==> config.mk <==
export PLATFORM = sky130hd
export DESIGN_NAME = prog_ctrl
export DESIGN_NICKNAME = d
export VERILOG_FILES = /design/src/rtl/prog_ctrl_pkg.sv /design/src/rtl/btn_debounce.sv /design/src/rtl/prog_ctrl.sv
export SDC_FILE = /design/constraint.sdc
export NUM_CORES = 1
export LEC_CHECK = 0
export ABC_AREA = 1
export CORE_MARGIN = 10
export CORE_UTILIZATION = 41
export CTS_CLUSTER_DIAMETER = 30
export DETAILED_ROUTE_END_ITERATION = 6
export SLEW_MARGIN = 15
export SYNTH_ARGS = -nofsm -noshare
export SYNTH_HDL_FRONTEND = slang
export SYNTH_HIERARCHICAL = 1
export SYNTH_SLANG_ARGS = --single-unit
==> constraint.sdc <==
create_clock -name clock -period 2.7 [get_ports clock]
set_input_delay 0.27 -clock clock [delete_from_list [all_inputs] [get_ports clock]]
set_output_delay 0.27 -clock clock [all_outputs]
set_load 0.02 [all_outputs]
==> src/rtl/prog_ctrl_pkg.sv <==
// Shared types and constants for the DCM programming control stage.
package prog_ctrl_pkg;

  localparam int PROG_W = 3;
  localparam logic [PROG_W-1:0] PROG_MAX = PROG_W'((2 ** PROG_W) - 1);

  typedef enum logic [1:0] {
    IDLE,
    ISSUE,
    WAIT_ACK
  } state_t;

endpackage

==> src/rtl/btn_debounce.sv <==
// Push-button conditioning: 2-FF synchronizer, debounce counter, registered rising-edge pulse.
module btn_debounce #(
  parameter int DEBOUNCE_CYCLES = 4
) (
  input  logic clock,
  input  logic reset,
  input  logic btn_raw,
  output logic level,
  output logic rise
);

  localparam int CNT_W = $clog2(DEBOUNCE_CYCLES) + 1;
  localparam logic [CNT_W-1:0] CNT_LAST = CNT_W'(DEBOUNCE_CYCLES - 1);

  logic             sync1_q, sync2_q;
  logic             level_q, level_d;
  logic             level_dly_q;
  logic             rise_q;
  logic [CNT_W-1:0] cnt_q, cnt_d;

  // Counter runs only while the synchronized level disagrees with the accepted one.
  always_comb begin
    level_d = level_q;
    cnt_d   = '0;
    if (sync2_q != level_q) begin
      if (cnt_q == CNT_LAST) begin
        level_d = sync2_q;
      end else begin
        cnt_d = cnt_q + 1'b1;
      end
    end
  end

  always_ff @(posedge clock or posedge reset) begin
    if (reset) begin
      sync1_q     <= 1'b0;
      sync2_q     <= 1'b0;
      level_q     <= 1'b0;
      cnt_q       <= '0;
      level_dly_q <= 1'b0;
      rise_q      <= 1'b0;
    end else begin
      sync1_q     <= btn_raw;
      sync2_q     <= sync1_q;
      level_q     <= level_d;
      cnt_q       <= cnt_d;
      level_dly_q <= level_q;
      rise_q      <= level_q & ~level_dly_q;
    end
  end

  assign level = level_q;
  assign rise  = rise_q;

endmodule

==> src/rtl/prog_ctrl.sv <==
// Button-driven 3-bit DCM speed selection: saturating up/down, one-cycle update,
// readback confirmation with timeout and sticky error.
module prog_ctrl
  import prog_ctrl_pkg::*;
#(
  parameter int DEBOUNCE_CYCLES = 4,
  parameter int ACK_TIMEOUT     = 8
) (
  input  logic              clock,
  input  logic              reset,
  input  logic              btn_up,
  input  logic              btn_down,
  input  logic [PROG_W-1:0] prog_ack,
  output logic [PROG_W-1:0] prog_sel,
  output logic              update,
  output logic              busy,
  output logic              error
);

  localparam int TMO_W = $clog2(ACK_TIMEOUT) + 1;
  localparam logic [TMO_W-1:0] TMO_LAST = TMO_W'(ACK_TIMEOUT - 1);

  state_t            state_q, state_d;
  logic [PROG_W-1:0] sel_q, sel_d;
  logic [TMO_W-1:0]  tmo_q, tmo_d;
  logic              err_q, err_d;

  logic up_level, up_rise, down_level, down_rise;
  logic up_req, down_req;

  btn_debounce #(.DEBOUNCE_CYCLES(DEBOUNCE_CYCLES)) u_deb_up (
    .clock   (clock),
    .reset   (reset),
    .btn_raw (btn_up),
    .level   (up_level),
    .rise    (up_rise)
  );

  btn_debounce #(.DEBOUNCE_CYCLES(DEBOUNCE_CYCLES)) u_deb_down (
    .clock   (clock),
    .reset   (reset),
    .btn_raw (btn_down),
    .level   (down_level),
    .rise    (down_rise)
  );

  // Simultaneous up/down presses cancel each other.
  assign up_req   = up_rise & up_level & ~down_rise;
  assign down_req = down_rise & down_level & ~up_rise;

  always_comb begin
    state_d = state_q;
    sel_d   = sel_q;
    tmo_d   = tmo_q;
    err_d   = err_q;
    case (state_q)
      IDLE: begin
        if (up_req && (sel_q != PROG_MAX)) begin
          sel_d   = sel_q + 1'b1;
          state_d = ISSUE;
        end else if (down_req && (sel_q != '0)) begin
          sel_d   = sel_q - 1'b1;
          state_d = ISSUE;
        end
      end
      ISSUE: begin
        tmo_d   = '0;
        state_d = WAIT_ACK;
      end
      WAIT_ACK: begin
        if (prog_ack == sel_q) begin
          state_d = IDLE;
        end else if (tmo_q == TMO_LAST) begin
          err_d   = 1'b1;
          state_d = IDLE;
        end else begin
          tmo_d = tmo_q + 1'b1;
        end
      end
      default: state_d = IDLE;
    endcase
  end

  always_ff @(posedge clock or posedge reset) begin
    if (reset) begin
      state_q <= IDLE;
      sel_q   <= '0;
      tmo_q   <= '0;
      err_q   <= 1'b0;
    end else begin
      state_q <= state_d;
      sel_q   <= sel_d;
      tmo_q   <= tmo_d;
      err_q   <= err_d;
    end
  end

  assign prog_sel = sel_q;
  assign update   = (state_q == ISSUE);
  assign busy     = (state_q != IDLE);
  assign error    = err_q;

endmodule

======== Word-level counts from Yosys, hierarchy flattened ========
Cells that the tools add are included.
word-level totals
  register bits ........................... 26
  bits in latches ......................... 0
  memory bits (writable) .................. 0
  ROM bits ................................ 0
  bits of input ports ..................... 7
  memories kept ........................... 0
cells by class
  add/sub/neg operators ................... 5
  $mul .................................... 0
  div/mod/pow operators ................... 0
  magnitude comparators ................... 0
  equality and inequality tests ........... 13
  shift-type cells ........................ 0
  mux-type cells .......................... 14
  bitwise logic cells ..................... 11
  reductions and logical operators ........ 13
operators with widths
  kind                 count
  $mux 3               6
  $add 3x1->3 const B  3
  $ne 3x3->1 const B   3
  $mux 2               4
  $mux 4               2
  $pmux 4 s2           1
  $reduce_and 2->1     4
  $and 1x1->1          6
  $eq 3x2->1 const B   2
  $pmux 2 s3           1
  $reduce_and 3->1     2
  $reduce_bool 2->1    3
  $not 1->1            5
  $add 4x1->4 const B  1
  $eq 4x3->1 const B   1
  $ne 2x2->1 const B   2
  $eq 3x3->1           1
  $reduce_bool 3->1    1
  $sub 3x1->3 const B  1
  $eq 2x1->1 const B   1
  $eq 2x2->1 const B   1
  $logic_and 1x1->1    2
  $logic_not 2->1      1
  $ne 1x1->1           2

======== Depth between registers and ports, before layout ========
Gate-level depths: netlist of the first run.
  depth in word-level cells ............... 6
  mapped depth ............................ 10
  mapped depth without buffers ............ 10

======== Cells and area by module ========
Netlist of the first run, hierarchy kept.
by module, submodules not included
  module        instances  cells an instance  area each (um^2)  seq. area each (um^2)
  prog_ctrl     1          94                 676.9             250.2
  btn_debounce  2          29                 296.5             200.2

======== Least setup slack after synthesis of the first run ========
Ideal clock, no wire load.
  kind .................................... register to register
  start point ............................. reg sel_q[1] (netlist: prog_sel[1])
  end point ............................... reg sel_q[2] (netlist: prog_sel[2])
  setup time .............................. 117 ps
  arrival ................................. 1471 ps
  slack ................................... 1111 ps
  cell stages (with the launch flop) ...... 10
  path buffers ............................ 0
  period minus slack after synthesis ...... 1589 ps
  cells stage by stage .................... dfrtp_1 > nand3_1 > nand3_2 > fa_1 > inv_1 > nand2_1 > nand2_1 > nand2_1 > nand2_1 > nand2_1
between the ends
  word-level cells in the longest chain between the ends .. 4
  elaborated cells on any way between the ends .. 10
RTL lines
  element                                              RTL line         source
  start, declared                                      prog_ctrl.sv:24  logic [PROG_W-1:0] sel_q, sel_d;
  start signal, assigned                               prog_ctrl.sv:92  sel_q <= sel_d;
  branches (longest 4 deep; another with $sub 3x1->3)  n/a
Parallel ways; which one is timed is not known. The select of a mux whose other input is x is not followed.
A chain may end at the register's enable or synchronous reset.

======== Worst setup path in the final report of the first run ========
  start point ............................. reg state_q[0]
  end point ............................... out busy
between the ends
  word-level cells in the longest chain between the ends .. 1
RTL lines
  element                 RTL line          source
  start, declared         prog_ctrl.sv:23   state_t state_q, state_d;
  start signal, assigned  prog_ctrl.sv:91   state_q <= state_d;
  $reduce_bool 2->1       prog_ctrl.sv:100  assign busy = (state_q != IDLE);
  end, declared           prog_ctrl.sv:16   output logic busy,
Every way passes these cells.

==> results of run 1 <==
[placed cells by master, fill, tap and decap left out]
cell type,n
a21o_1,1
a21oi_2,1
bufinv_16,1
clkbuf_4,3
clkdlybuf4s50_1,12
dfrtp_1,26
fa_1,1
ha_1,6
inv_1,25
inv_2,2
nand2_1,48
nand2_2,6
nand3_1,11
nand3_2,1
nand4_1,7
nor2_1,13
o21ai_1,1
xnor2_1,2
xor2_1,1
[cell type report]
cell class / instances / area [µm²]
fillers: 297 / 1520
flip-flops and latches: 26 / 651
multi-input cells: 99 / 518
repair buffers: 12 / 120
inverters: 27 / 101
well taps: 33 / 41.3
clock inverters: 1 / 30.0
clock buffers: 3 / 22.5
[metal layers]
metal	track usage, %	vias up	part of all wire [%]
met1	10.8	429	47
met4	3.09	0	0.63
met3	2.99	2	5.3
met5	0	-	0
li1	-	500	-
met2	15.6	14	47
[stage by stage]
step	instance area (µm²)	power, mW
2_1_floorplan	1270	0.967
3_3_place_gp	1430	1.12
3_5_place_dp	1430	1.14
4_1_cts	1480	1.41
5_1_grt	1480	1.53
6_report	1480	1.39
[cell usage after synthesis]
cell and n:
fa_1 1, xnor2_1 2, nand4_1 7, nand3_2 1, a21oi_2 1, nand2_1 48, o21ai_1 1, nand3_1 11
xor2_1 1, dfrtp_1 26, ha_1 6, inv_1 25, a21o_1 1, nor2_1 13, inv_2 2, nand2_2 6
[power groups by stage]
stage                     clock network [mW]  logic, mW  registers [mW]
final                                  0.261      0.540           0.589
after floorplan                            0      0.365           0.602
after global placement                     0      0.528           0.594
after detailed placement                   0      0.543           0.599
after CTS                              0.274      0.545           0.591
after global routing                   0.292      0.629           0.611
[registers in the layout, summed over array words and instances (netlist names), 2 cells and up]
register and cells:
prog_sel 3, state_q 2, tmo_q 4, u_deb_down/cnt_q 3, u_deb_up/cnt_q 3
[cells by family (layout without fill, tap and decap cells)]
family	after synthesis	after routing	synth area share, %
AND/OR/NAND/NOR	86	86	29.6
buffers and inverters	27	43	7.98
flip-flops	26	26	51.2
adder cells (fa/ha/maj)	7	7	7.49
AO/OA/AOI/OAI	3	3	1.67
XOR/XNOR	3	3	2.07
[worst paths after layout]
path / end / slack, ns / depth (start not counted)
worst min register to register: u_deb_down/sync2_q$_DFF_PP0_ / 0.37 / 0
worst min-delay path: u_deb_down/sync1_q$_DFF_PP0_ / 0.24 / 2
worst max-delay path: busy / 0.70 / 4
worst max register to register: prog_sel[2]$_DFFE_PP0P_ / 1.07 / 9
min in group clock: u_deb_down/sync2_q$_DFF_PP0_ / 0.37 / 0
max in group asynchronous: tmo_q[0]$_DFFE_PP0P_ / 2.10 / 2
==> results.cfg, run 1 <==
[place]
post-place-ws_ns = 1.06
io_buffers = 12
place_inst = 197
dpl.hpwl_um = 1740
gp_congestion = 0.924

[sta]
skew_ns = 0.00374
fin_ws_ns = 0.697
rsz0062_at_grt = no
worst_pin_slew_ns = 0.429
slew_headroom_pct = 71.4
drv_slew = 0
setup_viol = 0
timing.fmax_ghz = 0.499
fin_crit_sh_pct = 74.2
worst_hold_slack_ns = 0.242
min_period_ns = 2.00
finalSetupTns_ns = 0
hold_violations = 0

[critical_path]
slowest_stage = clkdlybuf4s50_1
crit_chain = inv_1, ha_1, inv_1, clkdlybuf4s50_1
r2r_start = prog_sel[1]$_DFFE_PP0P_
crit_start = state_q[0]$_DFFE_PP0P_
critPathBufInv = 3
crit_arrival_ns = 1.73
critPathMaxFanout = 3
required_ns = 2.43
cpMostUsedCell = inv_1
critPathCaptureType = output port
critPathMaxStageDelay_ns = 0.61
critPathKind = reg2out
critPathTopFamily = buffers and inverters
critPathLaunchType = flip-flop

[floorplan]
core_area_mm2 = 0.00300
initial_core_util_pct = 42.3
fp-row-count = 20
die_area_mm2 = 0.00572
fp.dieW_um = 75.7
io_pins = 13
die_h_um = 75.7

[cts]
clock_sinks = 26
cts.path.max_buffers = 2
h-tree-depth = 1
cts-root-buf = clkbuf_4
clock_latency_ns = 0.31
cts_buffers = 3
ctsHoldBuffers = 0
cts_tree = built
cts_resized = 0
cts.clk_slew.worst_paths_ns = 0.14
cts_setup_buffers = 0

[synth]
synth_area_leaders = dfrtp_1 (51%), nand2_1 (14%), inv_1 (7.4%), ha_1 (5.9%), nand3_1 (4.3%)
synth_fp_nets = 166
synth_top_area_share_pct = 51.2
synthCells = 152
ys_seq_area_share_pct = 51.2
synth_area_per_cell_um2 = 8.36
synth_top_area_cell = dfrtp_1
synthDistinctLibCells = 16
synth-seq-cells = 26
netlist_area_mm2 = 0.00127
ys.warnings.count = 6

[outcome]
status = completed

[layout]
final_net_count = 183
final_layout_size_suffix_gt1_share_pct = 8.33
num_antenna_cells = 0
final_cells = 201
area_delta_synth_final_pct = 16.8
final_util_pct = 49.4

[detailed_routing]
drt_iter0_drc = 38
dr_total_vias = 945
firstDrtPassIters = 4
detail_route.wirelength_um = 2230
drc_errors = 0
viasPerCell = 4.70
routedWlPerCell_um = 11.1
ant_nets = 0

[power]
switchingPower_mw = 0.527
seqPwrFrac_pct = 42.4
power_frac_clock_pct = 18.8
leakage_nw = 0.805
swShare_pct = 37.9
combPwrFrac_pct = 38.8
vdd_drop_max_mv = 0.376
power_density_mw_per_mm2 = 936
intPower_mw = 0.862

[global_route]
grt_antenna_before_repair = 0
grt_pass1_vias = 953
grt_pass1_wl_um = 4140
grt_max_degree = 16
track_usage_pct = 9.23
grt-ovfl-total = 0

[job]
cap_violations = 0

[min_path]
hp-class = in2async
Note: power is estimated with default switching activity, not from simulation.
==> run 2, diff against run 1 <==
clock period = 1.9 ns   (was 2.7 ns; I/O delays follow)
==> results.cfg, run 2 (synthesized netlist as in run 1, its figures left out) <==
[critical_path]
critPathBufInv = 1
crit_chain = clkdlybuf4s50_1
rrSetupSlack_ns = 0.30
required_ns = 1.71
critPathLaunchType = flip-flop
critPathMaxFanout = 6
critPathTopFamily = buffers and inverters
critPathMaxStageDelay_ns = 0.65
crit_arrival_ns = 1.46
critPathKind = reg2out
slowest_stage = clkdlybuf4s50_1
r2r-end = prog_sel[2]$_DFFE_PP0P_
reg2regPathDepth = 9
r2r_start = prog_sel[1]$_DFFE_PP0P_
critPathCaptureType = output port

[sta]
worst_pin_slew_ns = 0.401
finalSetupTns_ns = 0
drv_slew = 0
skew_ns = 0.00732
fin_ws_ns = 0.246
hold_violations = 0
timing.fmax_ghz = 0.605
min_period_ns = 1.65
setup_viol = 0
rsz0062_at_grt = no
fin_crit_sh_pct = 87.0
worst_hold_slack_ns = 0.148
slew_headroom_pct = 73.2

[detailed_routing]
routedWlPerCell_um = 11.0
firstDrtPassIters = 4
drt_iter0_drc = 70
dr_total_vias = 959
drc_errors = 0
viasPerCell = 4.77
ant_nets = 0
detail_route.wirelength_um = 2220

[layout]
final_util_pct = 49.5
final_cells = 201
top_register = tmo_q
num_antenna_cells = 0
final_cell_mix = nand2_1 (48), dfrtp_1 (26), inv_1 (25)
final_layout_size_suffix_gt1_share_pct = 8.33
fillers = 294
final_common_cell = nand2_1
area_delta_synth_final_pct = 16.9
largest_reg_flops = 4
final_net_count = 183

[floorplan]
initial_core_util_pct = 42.3
io_pins = 13
fp.dieW_um = 75.7
die_area_mm2 = 0.00572
die_h_um = 75.7
core_area_mm2 = 0.00300
fp-row-count = 20

[power]
power_density_mw_per_mm2 = 1330
leakage_nw = 0.824
vdd_drop_max_mv = 0.535

[global_route]
grt_max_degree = 16
grt_pass1_vias = 966
grt_antenna_before_repair = 0
grt_pass1_wl_um = 4130
grt-ovfl-total = 0
track_usage_pct = 9.12

[outcome]
status = completed

[place]
dpl.hpwl_um = 1730
gp_congestion = 0.875
io_buffers = 12
place_inst = 197
post-place-ws_ns = 0.309

[cts]
clock_latency_ns = 0.32
cts-root-buf = clkbuf_4
clock_sinks = 26
cts_tree = built
h-tree-depth = 1
cts.clk_slew.worst_paths_ns = 0.15
cts_buffers = 3
cts_setup_buffers = 0
cts.path.max_buffers = 2

[min_path]
hp-class = in2async

[job]
cap_violations = 0
[run 2: cell count changes in the layout (fill, tap and decap cells not counted), sizes merged]
cell	before	now
clkdlybuf4s50	12	10
dlygate4sd2	0	1
dlymetal6s2s	0	1
[run 2: worst max path at each step]
stage,end,depth (start not counted),startpoint
2_1_floorplan,prog_sel[2]$_DFFE_PP0P_,9,prog_sel[1]$_DFFE_PP0P_
3_3_place_gp,prog_sel[2]$_DFFE_PP0P_,10,u_deb_up/level$_DFFE_PP0P_
3_5_place_dp,prog_sel[2]$_DFFE_PP0P_,9,prog_sel[1]$_DFFE_PP0P_
4_1_cts,update,3,state_q[1]$_DFFE_PP0P_
5_1_grt,prog_sel[2]$_DFFE_PP0P_,10,u_deb_up/level$_DFFE_PP0P_
6_report,prog_sel[1],1,prog_sel[1]$_DFFE_PP0P_
[run 2: per-layer routing]
metal  share of wire, %  vias up  global-route usage (%)
li1                   -      496                       -
met1                 44      441                    10.2
met2                 50       20                    16.1
met3                5.0        2                    3.13
met4               0.81        0                    2.27
met5                  0        -                       0
[run 2: repair_timing]
action                                  4_1_cts  5_1_grt
endpoints found under the setup margin        1        1
gates resized for setup                       1        1
hold buffers                                  0        0
pin swaps                                     0        0
[run 2: where the power goes]
part	leakage (nW)	internal (mW)	switching, mW
Sequential	0.336	0.704	0.131
Clock	0.0279	0.213	0.169
Combinational	0.460	0.298	0.457
[run 2: final cells by class]
class	count	area (µm²)	area share (%)
Sequential cell	26	651	43.8
Multi-Input combinational cell	99	518	34.9
Timing Repair Buffer	12	121	8.17
Inverter	27	101	6.82
Tap cell	33	41.3	2.78
Clock inverter	1	30.0	2.02
Clock buffer	3	22.5	1.52
[run 2: stage by stage]
step	instance area (µm²)	power, mW
finish	1490	1.97
CTS	1480	2.00
detailed placement	1430	1.62
global route	1490	2.15
floorplan	1270	1.37
global placement	1430	1.60
